<file path="src/rtl/sipo_pkg.sv">
// Shared constants and helpers for the serial-in/parallel-out deserializer.
package sipo_pkg;

    localparam int LSB_FIRST_C = 1;
    localparam int MSB_FIRST_C = 0;

    // Bits needed to hold a count of 0..w inclusive.
    function automatic int fill_w(input int w);
        return $clog2(w + 1);
    endfunction

endpackage

</file>
<file path="src/rtl/sipo_shift_core.sv">
// Direction-parametrised WIDTH-bit shift register with fill counter and a
// word-complete strobe for the bit that finishes a word.
module sipo_shift_core
    import sipo_pkg::*;
#(
    parameter int WIDTH     = 8,
    parameter int LSB_FIRST = LSB_FIRST_C,
    localparam int FW       = fill_w(WIDTH)
) (
    input  logic             clk,
    input  logic             reset,
    input  logic             clear,
    input  logic             shift_en,
    input  logic             sin,
    output logic [WIDTH-1:0] live,
    output logic [WIDTH-1:0] shifted,
    output logic [FW-1:0]    fill,
    output logic             fill_last,
    output logic             word_done
);

    always_comb begin
        shifted = '0;
        if (LSB_FIRST == LSB_FIRST_C) begin
            shifted = {sin, live[WIDTH-1:1]};
        end else begin
            shifted = {live[WIDTH-2:0], sin};
        end
    end

    assign fill_last = (fill == FW'(WIDTH - 1));
    // clear wins over a completing bit, so no word escapes a flush.
    assign word_done = shift_en && fill_last && !clear;

    always_ff @(posedge clk or negedge reset) begin
        if (!reset) begin
            live <= '0;
            fill <= '0;
        end else if (clear) begin
            live <= '0;
            fill <= '0;
        end else if (shift_en) begin
            live <= shifted;
            fill <= fill_last ? '0 : fill + FW'(1);
        end
    end

endmodule

</file>
<file path="src/rtl/sipo_deser.sv">
// Serial-in/parallel-out deserializer: shift core plus a double-buffered
// holding register presented on a valid/ready output port.
module sipo_deser
    import sipo_pkg::*;
#(
    parameter int WIDTH     = 8,
    parameter int LSB_FIRST = LSB_FIRST_C,
    localparam int FW       = fill_w(WIDTH)
) (
    input  logic             clk,
    input  logic             reset,
    input  logic             clear,
    input  logic             sin,
    input  logic             sin_valid,
    output logic             sin_ready,
    output logic [WIDTH-1:0] out_data,
    output logic             out_valid,
    input  logic             out_ready,
    output logic [FW-1:0]    fill,
    output logic [WIDTH-1:0] live
);

    logic [WIDTH-1:0] shifted;
    logic             fill_last;
    logic             word_done;
    logic             accept;

    // Handshakes: a transfer happens on a rising edge where valid && ready.
    // Once raised, valid holds with stable data until that transfer. Only the
    // word-completing bit is stalled, and only when the holding register is
    // full and not being drained this cycle; sin_ready therefore depends
    // combinationally on out_ready, never on sin_valid.
    assign sin_ready = !(fill_last && out_valid && !out_ready);
    assign accept    = sin_valid && sin_ready;

    sipo_shift_core #(
        .WIDTH    (WIDTH),
        .LSB_FIRST(LSB_FIRST)
    ) u_core (
        .clk      (clk),
        .reset    (reset),
        .clear    (clear),
        .shift_en (accept),
        .sin      (sin),
        .live     (live),
        .shifted  (shifted),
        .fill     (fill),
        .fill_last(fill_last),
        .word_done(word_done)
    );

    always_ff @(posedge clk or negedge reset) begin
        if (!reset) begin
            out_data  <= '0;
            out_valid <= 1'b0;
        end else if (clear) begin
            out_data  <= '0;
            out_valid <= 1'b0;
        end else if (word_done) begin
            out_data  <= shifted;
            out_valid <= 1'b1;
        end else if (out_valid && out_ready) begin
            out_valid <= 1'b0;
        end
    end

endmodule
</file>
<file path="config.mk">
export PLATFORM = sky130hd
export DESIGN_NAME = sipo_deser
export DESIGN_NICKNAME = d
export VERILOG_FILES = /design/src/rtl/sipo_pkg.sv /design/src/rtl/sipo_shift_core.sv /design/src/rtl/sipo_deser.sv
export SDC_FILE = /design/constraint.sdc
export NUM_CORES = 1
export LEC_CHECK = 0
export CORE_UTILIZATION = 44
export DETAILED_ROUTE_END_ITERATION = 7
export PLACE_DENSITY = 0.75
export SYNTH_ARGS = -nofsm -noshare
export SYNTH_HDL_FRONTEND = slang
export SYNTH_SLANG_ARGS = --single-unit
export TNS_END_PERCENT = 1
</file>
<file path="constraint.sdc">
create_clock -name clk -period 1.46 [get_ports clk]
set_input_delay 0.219 -clock clk [delete_from_list [all_inputs] [get_ports clk]]
set_output_delay 0.219 -clock clk [all_outputs]
set_load 0.01 [all_outputs]
</file>
==> flow_summary.json, run 1 <==
{
  "synthAdderAreaFrac_pct": 1.05,
  "crit_path_top_delay_cell": "dfrtp_1",
  "violations": "negative setup slack",
  "clkTransAtPathRegs_ns": 0.12,
  "fill_cells": 230,
  "grt_pass1_vias": 1070,
  "synth.distinct_cells": 30,
  "arrival_ns": 1.34,
  "via_per_inst": 5.92,
  "ant_nets": 0,
  "avgSynthCellArea_um2": 10.1,
  "critPathMaxFanout": 2,
  "routed_wl_mm": 2.84,
  "peakVddDrop_v": 0.000672,
  "worstSkewPairLatency_ns": 0.31,
  "cp_top_family": "flip-flops",
  "finalClockSkew_ns": 0.00156,
  "dieArea_um2": 2910,
  "min_path_type": "primary input to async pin",
  "clockBufferDepth": 2,
  "p_leak_nw": 0.907,
  "relSlewSlack_pct": 75.2,
  "cp_num_buf_inv": 1,
  "synthSimpleGateAreaFrac_pct": 28.3,
  "drt_iter0_markers": 24,
  "io_pins": 28,
  "antenna_found_initial": 0,
  "numCtsBuffers": 3,
  "cap_violations": 0,
  "gp_congestion": 0.770,
  "grt_max_degree": 30,
  "timing_worst_setup_path_type": "register to output port",
  "core-area_um2": 2520,
  "dpl.hpwl_mm": 1.99,
  "critPathLaunchType": "register",
  "rsz0062_at_grt": "true",
  "power_density_nw_per_um2": 691,
  "rows": 18,
  "wl_per_cell_um": 15.5,
  "multiInputGateArea_um2": 619,
  "final_nets": 162,
  "setup_slack_ns": -0.0970,
  "cp-end-kind": "output port",
  "synthToLayoutAreaGrowth_pct": 37.8,
  "seqCellArea_um2": 526,
  "root_buffer": "clkbuf_4",
  "ys_warn_count": 0,
  "track_usage_pct": 23.3,
  "drive_gt1_share_pct": 18.2,
  "cts-htree-levels": 1,
  "outcome": "finished, violations left",
  "slowest_delay_ns": 0.42,
  "n_antenna_cell": 0,
  "setup_tns_ns": -0.278,
  "synthMuxAreaShare_pct": 6.74,
  "synthCells": 117,
  "fin_crit_sh_pct": 107,
  "final_common_cell": "dfrtp_1",
  "clock.fmax_mhz": 642,
  "layout_common_cells": "21 x dfrtp_1, 17 x nand2b_1, 13 x dlygate4sd2_1, 12 x buf_4, 9 x nand3_1",
  "report.final.setup_viol": 9,
  "synth_xor_area_share_pct": 0,
  "synth_top_family_by_area": "simple AND/OR/NAND/NOR gates",
  "start_util_pct": 47.1,
  "critical_path.cell_chain": "ha_2, and3b_2, nand2_2, buf_6",
  "final_cells": 184,
  "dpl.cell_count": 180,
  "fp.dieH_um": 54.0,
  "postCtsSetupRepairBufs": 0,
  "overflow": 0,
  "post-route-min-period_ns": 1.56,
  "ys_seq_area_share_pct": 44.3,
  "worst_pin_slew_ns": 0.372,
  "critPathRequiredTime_ns": 1.24,
  "synth_seq_cells": 21,
  "grt_pass1_wl_mm": 4.75,
  "drc_errors": 0,
  "fp.dieW_um": 54.0,
  "cts.sinks": 21,
  "synth.cell_area_um2": 1190,
  "hold_viol": 0,
  "drt_pass1_iterations": 4,
  "synth_nets": 124,
  "drv_slew": 0,
  "vias": 1089,
  "portBuffers": 27,
  "synth_compound_area_share_pct": 14.6,
  "cts_tree": "built"
}
[through the flow]
stage                     setup slack (ns)  power [mW]  util, %  cell area [um^2]  hold WS, ns
after detailed placement            -0.182       0.855     62.6              1580        0.532
after CTS                          -0.0869        1.13     63.7              1610        0.228
after global placement              -0.176       0.849     62.6              1580        0.527
final                              -0.0970        1.13     64.9              1640        0.228
after global routing                -0.133        1.18     64.9              1640        0.273
after floorplan                    0.00282       0.728        -              1190      -0.0766
[metal layers]
| layer | GRT usage, % | vias up | part of all wire, % | wire (um) |
|---|---|---|---|---|
| li1 | - | 512 | - | - |
| met1 | 28.5 | 535 | 43 | 1230 |
| met2 | 38.5 | 38 | 50 | 1430 |
| met3 | 5.65 | 4 | 5.4 | 154 |
| met4 | 10.1 | 0 | 1.2 | 34 |
| met5 | 0 | - | 0 | 0 |
[path summary, 6_finish.rpt]
kind | startpoint | to | slack [ns] | cells after the start
setup / recovery | u_core.fill[1]$_DFFE_PN0P_ | sin_ready | -0.1 | 4
setup reg to reg | u_core.fill[1]$_DFFE_PN0P_ | out_data[5]$_DFFE_PN0P_ | -0.05 | 6
hold / removal | reset | out_data[3]$_DFFE_PN0P_ | 0.23 | 2
max in group asynchronous | reset | out_valid$_DFFE_PN0P_ | 1.02 | 2
hold reg to reg | u_core.live[0]$_DFFE_PN0P_ | u_core.live[0]$_DFFE_PN0P_ | 0.55 | 2
min in group clk | sin | out_data[7]$_DFFE_PN0P_ | 0.54 | 3
[cell families after synthesis]
group / Yosys count
AO/OA/AOI/OAI: 23
adder cells (fa/ha/maj): 1
buffers and inverters: 12
flip-flops: 21
multiplexers: 8
AND/OR/NAND/NOR: 52
[cell type report]
| type | instances | area share [%] |
|---|---|---|
| Clock buffer | 3 | 1.38 |
| Clock inverter | 1 | 0.306 |
| Inverter | 2 | 0.459 |
| Multi-Input combinational cell | 84 | 37.8 |
| Sequential cell | 21 | 32.1 |
| Tap cell | 30 | 2.29 |
| Timing Repair Buffer | 43 | 25.6 |
[Yosys cell counts (all sizes together)]
cell type   n  share of area [%]
mux2i       8                6.7
inv         2               0.63
dfrtp      21                 44
clkbuf      4                1.3
nand4       1               0.53
ha          1                1.1
a21oi       4                1.7
a22oi       3                1.9
o311ai      8                5.9
nor3b       3                1.9
and3b       4                3.1
o21bai      1               0.63
nor2        2               0.63
nand2b     17                9.0
nor2b       6                3.8
nand4b      2                1.5
nand2       2               0.63
and4bb      1                1.1
nand3      10                4.2
a311oi      1               0.74
nand3b      1               0.63
a32oi       3                2.2
buf         6                3.1
a31oi       3                1.6
or3         2                1.1
nor3        1               0.42
[registers in the layout, indices dropped and copies added (netlist names)]
signal	flops
out_valid	1
out_data	8
u_core.live	8
u_core.fill	4
[where the power goes]
part           total, mW  switching, mW  internal (mW)
registers          0.621         0.0168          0.604
logic              0.214          0.107          0.107
clock network      0.296          0.193          0.103
total               1.13          0.317          0.814
[repair_timing]
action	4_1_cts	5_1_grt
endpoints found under the setup margin	22	24
hold buffers	0	0
resized for setup	22	13
endpoints found under the hold margin	0	0
pin swaps	1	4
Note: power is estimated with default switching activity, not from simulation.
==> run 2: changes to the inputs <==
Settings changed: CORE_UTILIZATION 44 to 50, DONT_BUFFER_PORTS from default to 1, PLACE_DENSITY 0.75 to 0.66.
==> run 2 against run 1 <==
The run still ends with negative setup slack left. Clock power decreased by 5%. Register-to-register slack improved by 0.08 ns. Count of clock-buffer cells in the layout unchanged. Routed wire length down 11%. Critical path depth stayed put. Core utilization is 5.2 points lower. Non-clock buffer count decreased by 29. Power decreased by 7.4%. Clock skew is 0.0032 ns higher. Critical path type unchanged. Largest cell class unchanged. Largest power group unchanged.
==> flow_summary.json, run 2 (synthesized netlist as in run 1, its figures left out) <==
{
  "outcome": "finished, violations left",
  "violations": "negative setup slack",
  "rr_worst_depth": 5,
  "fp.dieH_um": 50.7,
  "reg_top3": "out_data (8), u_core.live (8), u_core.fill (4)",
  "place_area_um2": 1230,
  "antenna_found_initial": 0,
  "min_path_type": "primary input to register",
  "p_sw_mw": 0.274,
  "io_pins": 28,
  "drc_errors": 0,
  "cap_violations": 0,
  "portBuffers": 0,
  "stdcell_area_um2": 1330,
  "cts-htree-levels": 1,
  "final_nets": 133,
  "grt_pass1_vias": 888,
  "numCtsBuffers": 3,
  "arrival_ns": 1.31,
  "start_util_pct": 53.2,
  "p_leak_nw": 0.592,
  "timing_worst_setup_path_type": "register to output port",
  "dieArea_um2": 2570,
  "drt_pass1_iterations": 4,
  "hold_viol": 0,
  "critPathMaxFanout": 5,
  "layout_common_cells": "21 x dfrtp_1, 17 x nand2b_1, 11 x buf_4, 10 x nand3_1, 8 x mux2i_1",
  "cts.sinks": 21,
  "fp.dieW_um": 50.7,
  "critPathLaunchType": "register",
  "r2r-end": "out_data[3]$_DFFE_PN0P_",
  "fin_crit_sh_pct": 104,
  "report.final.setup_viol": 1,
  "post-route-min-period_ns": 1.52,
  "comb_power_share_pct": 12.6,
  "relSlewSlack_pct": 37.0,
  "seq_power_share_pct": 60.5,
  "clkTransAtPathRegs_ns": 0.12,
  "root_buffer": "clkbuf_4",
  "via_per_inst": 6.09,
  "hold_end": "u_core.fill[0]$_DFFE_PN0P_",
  "finalPower_mw": 1.05,
  "cp-end-kind": "output port",
  "dpl.hpwl_mm": 1.67,
  "grt_pass1_wl_mm": 4.33,
  "setup_slack_ns": -0.0640,
  "rows": 17,
  "clockBufferDepth": 2,
  "gp_congestion": 0.715,
  "internal-power_mw": 0.774,
  "power_frac_clock_pct": 26.9,
  "worstSkewPairLatency_ns": 0.30,
  "synthToLayoutAreaGrowth_pct": 12.2,
  "drt_iter0_markers": 34,
  "routed_wl_mm": 2.52,
  "wl_per_cell_um": 16.5,
  "drv_slew": 0,
  "core-area_um2": 2230,
  "ant_nets": 0,
  "clock.fmax_mhz": 656,
  "power_density_nw_per_um2": 787,
  "worst_pin_slew_ns": 0.942,
  "finalClockSkew_ns": 0.00478,
  "overflow": 0,
  "hold_start": "sin_valid",
  "drive_gt1_share_pct": 17.6,
  "rrSetupSlack_ns": 0.03,
  "vias": 932,
  "r2r_start": "u_core.fill[1]$_DFFE_PN0P_",
  "final_common_cell": "dfrtp_1",
  "peakVddDrop_v": 0.000513,
  "setup_tns_ns": -0.0640,
  "grt_max_degree": 33,
  "sw_frac_of_total_pct": 26.2,
  "rsz0062_at_grt": "true",
  "whs_path_depth": 1,
  "critPathRequiredTime_ns": 1.24,
  "n_antenna_cell": 0,
  "track_usage_pct": 22.8,
  "cts_tree": "built"
}
## run 2: cell types whose count changed in the layout (fill, tap and decap cells not counted), moves of 2 or more
cell	delta
dlygate4sd2_1	-13
dlymetal6s2s_1	-8
clkdlybuf4s50_1	-5
buf_6	-3
dlygate4sd3_1	+2
o311ai_0	+2
o311ai_1	-2
## run 2: power by group through the flow
stage	clock [mW]	sequential, mW	combinational [mW]
after detailed placement	0	0.641	0.103
after global routing	0.313	0.638	0.149
after global placement	0	0.641	0.103
after CTS	0.292	0.630	0.123
after floorplan	0	0.647	0.0807
final	0.282	0.634	0.132
## run 2: routing by layer
metal | routed length [um] | GRT usage (%) | up-vias
met3 | 116 | 3.94 | 4
met2 | 1130 | 31.6 | 24
met4 | 41 | 9.72 | 0
li1 | - | - | 448
met5 | 0 | 0 | -
met1 | 1240 | 34.5 | 456
## run 2: worst max-delay path by stage
stage / cells after the start / startpoint / end
floorplan: 5 / u_core.fill[0]$_DFFE_PN0P_ / out_data[1]$_DFFE_PN0P_
global placement: 4 / u_core.fill[0]$_DFFE_PN0P_ / out_data[5]$_DFFE_PN0P_
detailed placement: 4 / u_core.fill[0]$_DFFE_PN0P_ / out_data[7]$_DFFE_PN0P_
CTS: 4 / u_core.fill[1]$_DFFE_PN0P_ / sin_ready
global route: 4 / u_core.fill[1]$_DFFE_PN0P_ / sin_ready
finish: 4 / u_core.fill[1]$_DFFE_PN0P_ / sin_ready
## run 2: through the flow
stage	setup slack [ns]	hold WS, ns	utilization [%]	instances
after floorplan	0.00282	-0.0766	-	117
after global placement	-0.0100	-0.0762	55.2	143
after detailed placement	-0.0379	-0.0762	55.2	143
after CTS	-0.0565	0.0170	58.9	152
after global routing	-0.107	0.0153	59.7	153
final	-0.0640	0.0136	59.7	153
## run 2: area by class of cell
| type | count | area, um^2 |
|---|---|---|
| timing repair buffer | 14 | 114 |
| inverter | 2 | 7.51 |
| sequential | 21 | 526 |
| multi-input combinational | 84 | 623 |
| fill | 197 | 901 |
| tap | 28 | 35.0 |
| clock inverter | 1 | 5.00 |
| clock buffer | 3 | 22.5 |
## run 2: repair_timing
item | 4_1_cts | 5_1_grt
hold buffers | 2 | 0
buffers inserted | 3 | 1
endpoints found under the hold margin | 24 | 0
gates resized for setup | 3 | 2
setup endpoints to repair | 9 | 8
pin swaps | 2 | 0
## run 2: critical path, cell delays in order (launching register included)
cell and delay (ns):
dfrtp_1 0.43, ha_4 0.19, and3b_2 0.21, nand2_2 0.07
buf_6 0.10
==> run 3: changes to the inputs <==
Settings changed: CORE_ASPECT_RATIO from default to 0.75, CTS_CLUSTER_DIAMETER from default to 50, REMOVE_ABC_BUFFERS from default to 1.
==> run 3 against run 2 <==
The run still ends with negative setup slack left. Count of clock-buffer cells in the layout unchanged. Critical path type unchanged. Routed wire length increased by 6.5%. Flip-flop and latch count unchanged. Highest routed layer unchanged. Largest cell class unchanged.
==> flow_summary.json, run 3 (synthesized netlist as in run 1, its figures left out) <==
{
  "outcome": "finished, violations left",
  "violations": "negative setup slack",
  "post-route-min-period_ns": 1.58,
  "layout_common_cells": "21 x dfrtp_1, 17 x nand2b_1, 12 x buf_4, 10 x nand3_1, 8 x mux2i_1",
  "drc_errors": 0,
  "clock.fmax_mhz": 633,
  "rows": 14,
  "fp.dieW_um": 58.3,
  "overflow": 0,
  "rsz0062_at_grt": "true",
  "gp_congestion": 0.823,
  "final_nets": 136,
  "cts_tree": "built",
  "fp.dieH_um": 44.2,
  "holdWs_ns": 0.0326,
  "timing_worst_setup_path_type": "register to output port",
  "critPathMaxFanout": 5,
  "antenna_found_initial": 0,
  "report.final.setup_viol": 1,
  "numCtsBuffers": 3,
  "via_per_inst": 6.05,
  "track_usage_pct": 23.0,
  "fin_crit_sh_pct": 108,
  "relSlewSlack_pct": 35.5,
  "setup_tns_ns": -0.120,
  "final_common_cell": "dfrtp_1",
  "critPathLaunchType": "register",
  "clkTransAtPathRegs_ns": 0.12,
  "portBuffers": 0,
  "slowest_delay_ns": 0.44,
  "dpl.hpwl_mm": 1.62,
  "arrival_ns": 1.36,
  "wl_per_cell_um": 16.8,
  "core-area_um2": 2120,
  "finalClockSkew_ns": 0.00562,
  "rr_worst_depth": 6,
  "hold_viol": 0,
  "cts-htree-levels": 1,
  "grt_max_degree": 33,
  "n_antenna_cell": 0,
  "drt_pass1_iterations": 4,
  "drt_iter0_markers": 34,
  "power_density_nw_per_um2": 772,
  "p_leak_nw": 0.608,
  "routed_wl_mm": 2.68,
  "cts.sinks": 21,
  "start_util_pct": 56.0,
  "vias": 968,
  "cp-end-kind": "output port",
  "grt_pass1_wl_mm": 4.41,
  "worstSkewPairLatency_ns": 0.32,
  "setup_slack_ns": -0.120,
  "grt_pass1_vias": 954,
  "root_buffer": "clkbuf_4",
  "clockBufferDepth": 2,
  "min_path_type": "primary input to register",
  "reg_top3": "out_data (8), u_core.live (8), u_core.fill (4)",
  "peakVddDrop_v": 0.000526,
  "drv_slew": 0,
  "crit_path_top_delay_cell": "dfrtp_1",
  "synthToLayoutAreaGrowth_pct": 15.9,
  "final_util_pct": 64.9,
  "critical_path.cell_chain": "ha_4, and3b_2, nand2_2, buf_6",
  "whs_path_depth": 2,
  "drive_gt1_share_pct": 19.5,
  "worst_pin_slew_ns": 0.965,
  "cap_violations": 0,
  "dieArea_um2": 2580,
  "critPathRequiredTime_ns": 1.24,
  "io_pins": 28,
  "ant_nets": 0
}
run 3: changes by cell type in the layout (fill, tap and decap cells not counted):
| cell | previous run | this run |
|---|---|---|
| a311oi_1 | 1 | 0 |
| a311oi_2 | 0 | 1 |
| buf_4 | 11 | 12 |
| buf_8 | 0 | 1 |
| dlygate4sd3_1 | 2 | 3 |
run 3: power by group:
part	internal, mW	switching [mW]
registers	0.604	0.0310
logic	0.0688	0.0660
clock network	0.103	0.189
total	0.776	0.286
run 3: layout make-up:
cell class                 instances  area, um^2
fill                             181         743
multi-input combinational         84         629
sequential                        21         526
timing repair buffer              17         146
tap                               32        40.0
clock buffer                       3        22.5
inverter                           2        7.51
clock inverter                     1        5.00
run 3: metal layers:
metal	vias up	share of wire, %	GRT usage, %	wire length [um]
met4	0	0.63	8.10	17
met5	-	0	0	0
met1	466	45	29.4	1220
met3	5	6.7	7.89	181
li1	456	-	-	-
met2	41	47	36.8	1270
run 3: final timing paths:
check / from / endpoint / slack (ns)
min: sin / out_data[7]$_DFFE_PN0P_ / 0.03
max: u_core.fill[1]$_DFFE_PN0P_ / sin_ready / -0.12
max reg2reg: u_core.fill[1]$_DFFE_PN0P_ / u_core.live[0]$_DFFE_PN0P_ / 0.02
max in group asynchronous: reset / u_core.live[6]$_DFFE_PN0P_ / 0.38
min reg2reg: out_data[0]$_DFFE_PN0P_ / out_data[0]$_DFFE_PN0P_ / 0.60
min in group asynchronous: reset / out_data[0]$_DFFE_PN0P_ / 0.49
run 3: critical path, delay by kind of cell (launching register included):
family | cells | cell delay, ns
flip-flops | 1 | 0.44
adder cells (fa/ha/maj) | 1 | 0.19
AND/OR/NAND/NOR | 2 | 0.32
buffers and inverters | 1 | 0.10
run 3: repair_timing:
item	4_1_cts	5_1_grt
hold endpoints to repair	25	0
buffers inserted	2	2
pin swaps	1	2
endpoints found under the setup margin	9	10
gates resized for setup	4	5
gates cloned	0	0
hold buffers	3	0
run 3: metrics by stage:
stage | cell area (um^2) | instances | total power [mW] | setup slack, ns
after floorplan | 1140 | 107 | 0.712 | -0.0917
after global placement | 1250 | 149 | 0.741 | 0.0260
after detailed placement | 1250 | 149 | 0.745 | -0.0360
after CTS | 1340 | 158 | 1.07 | -0.111
after global routing | 1380 | 160 | 1.10 | -0.155
final | 1380 | 160 | 1.06 | -0.120
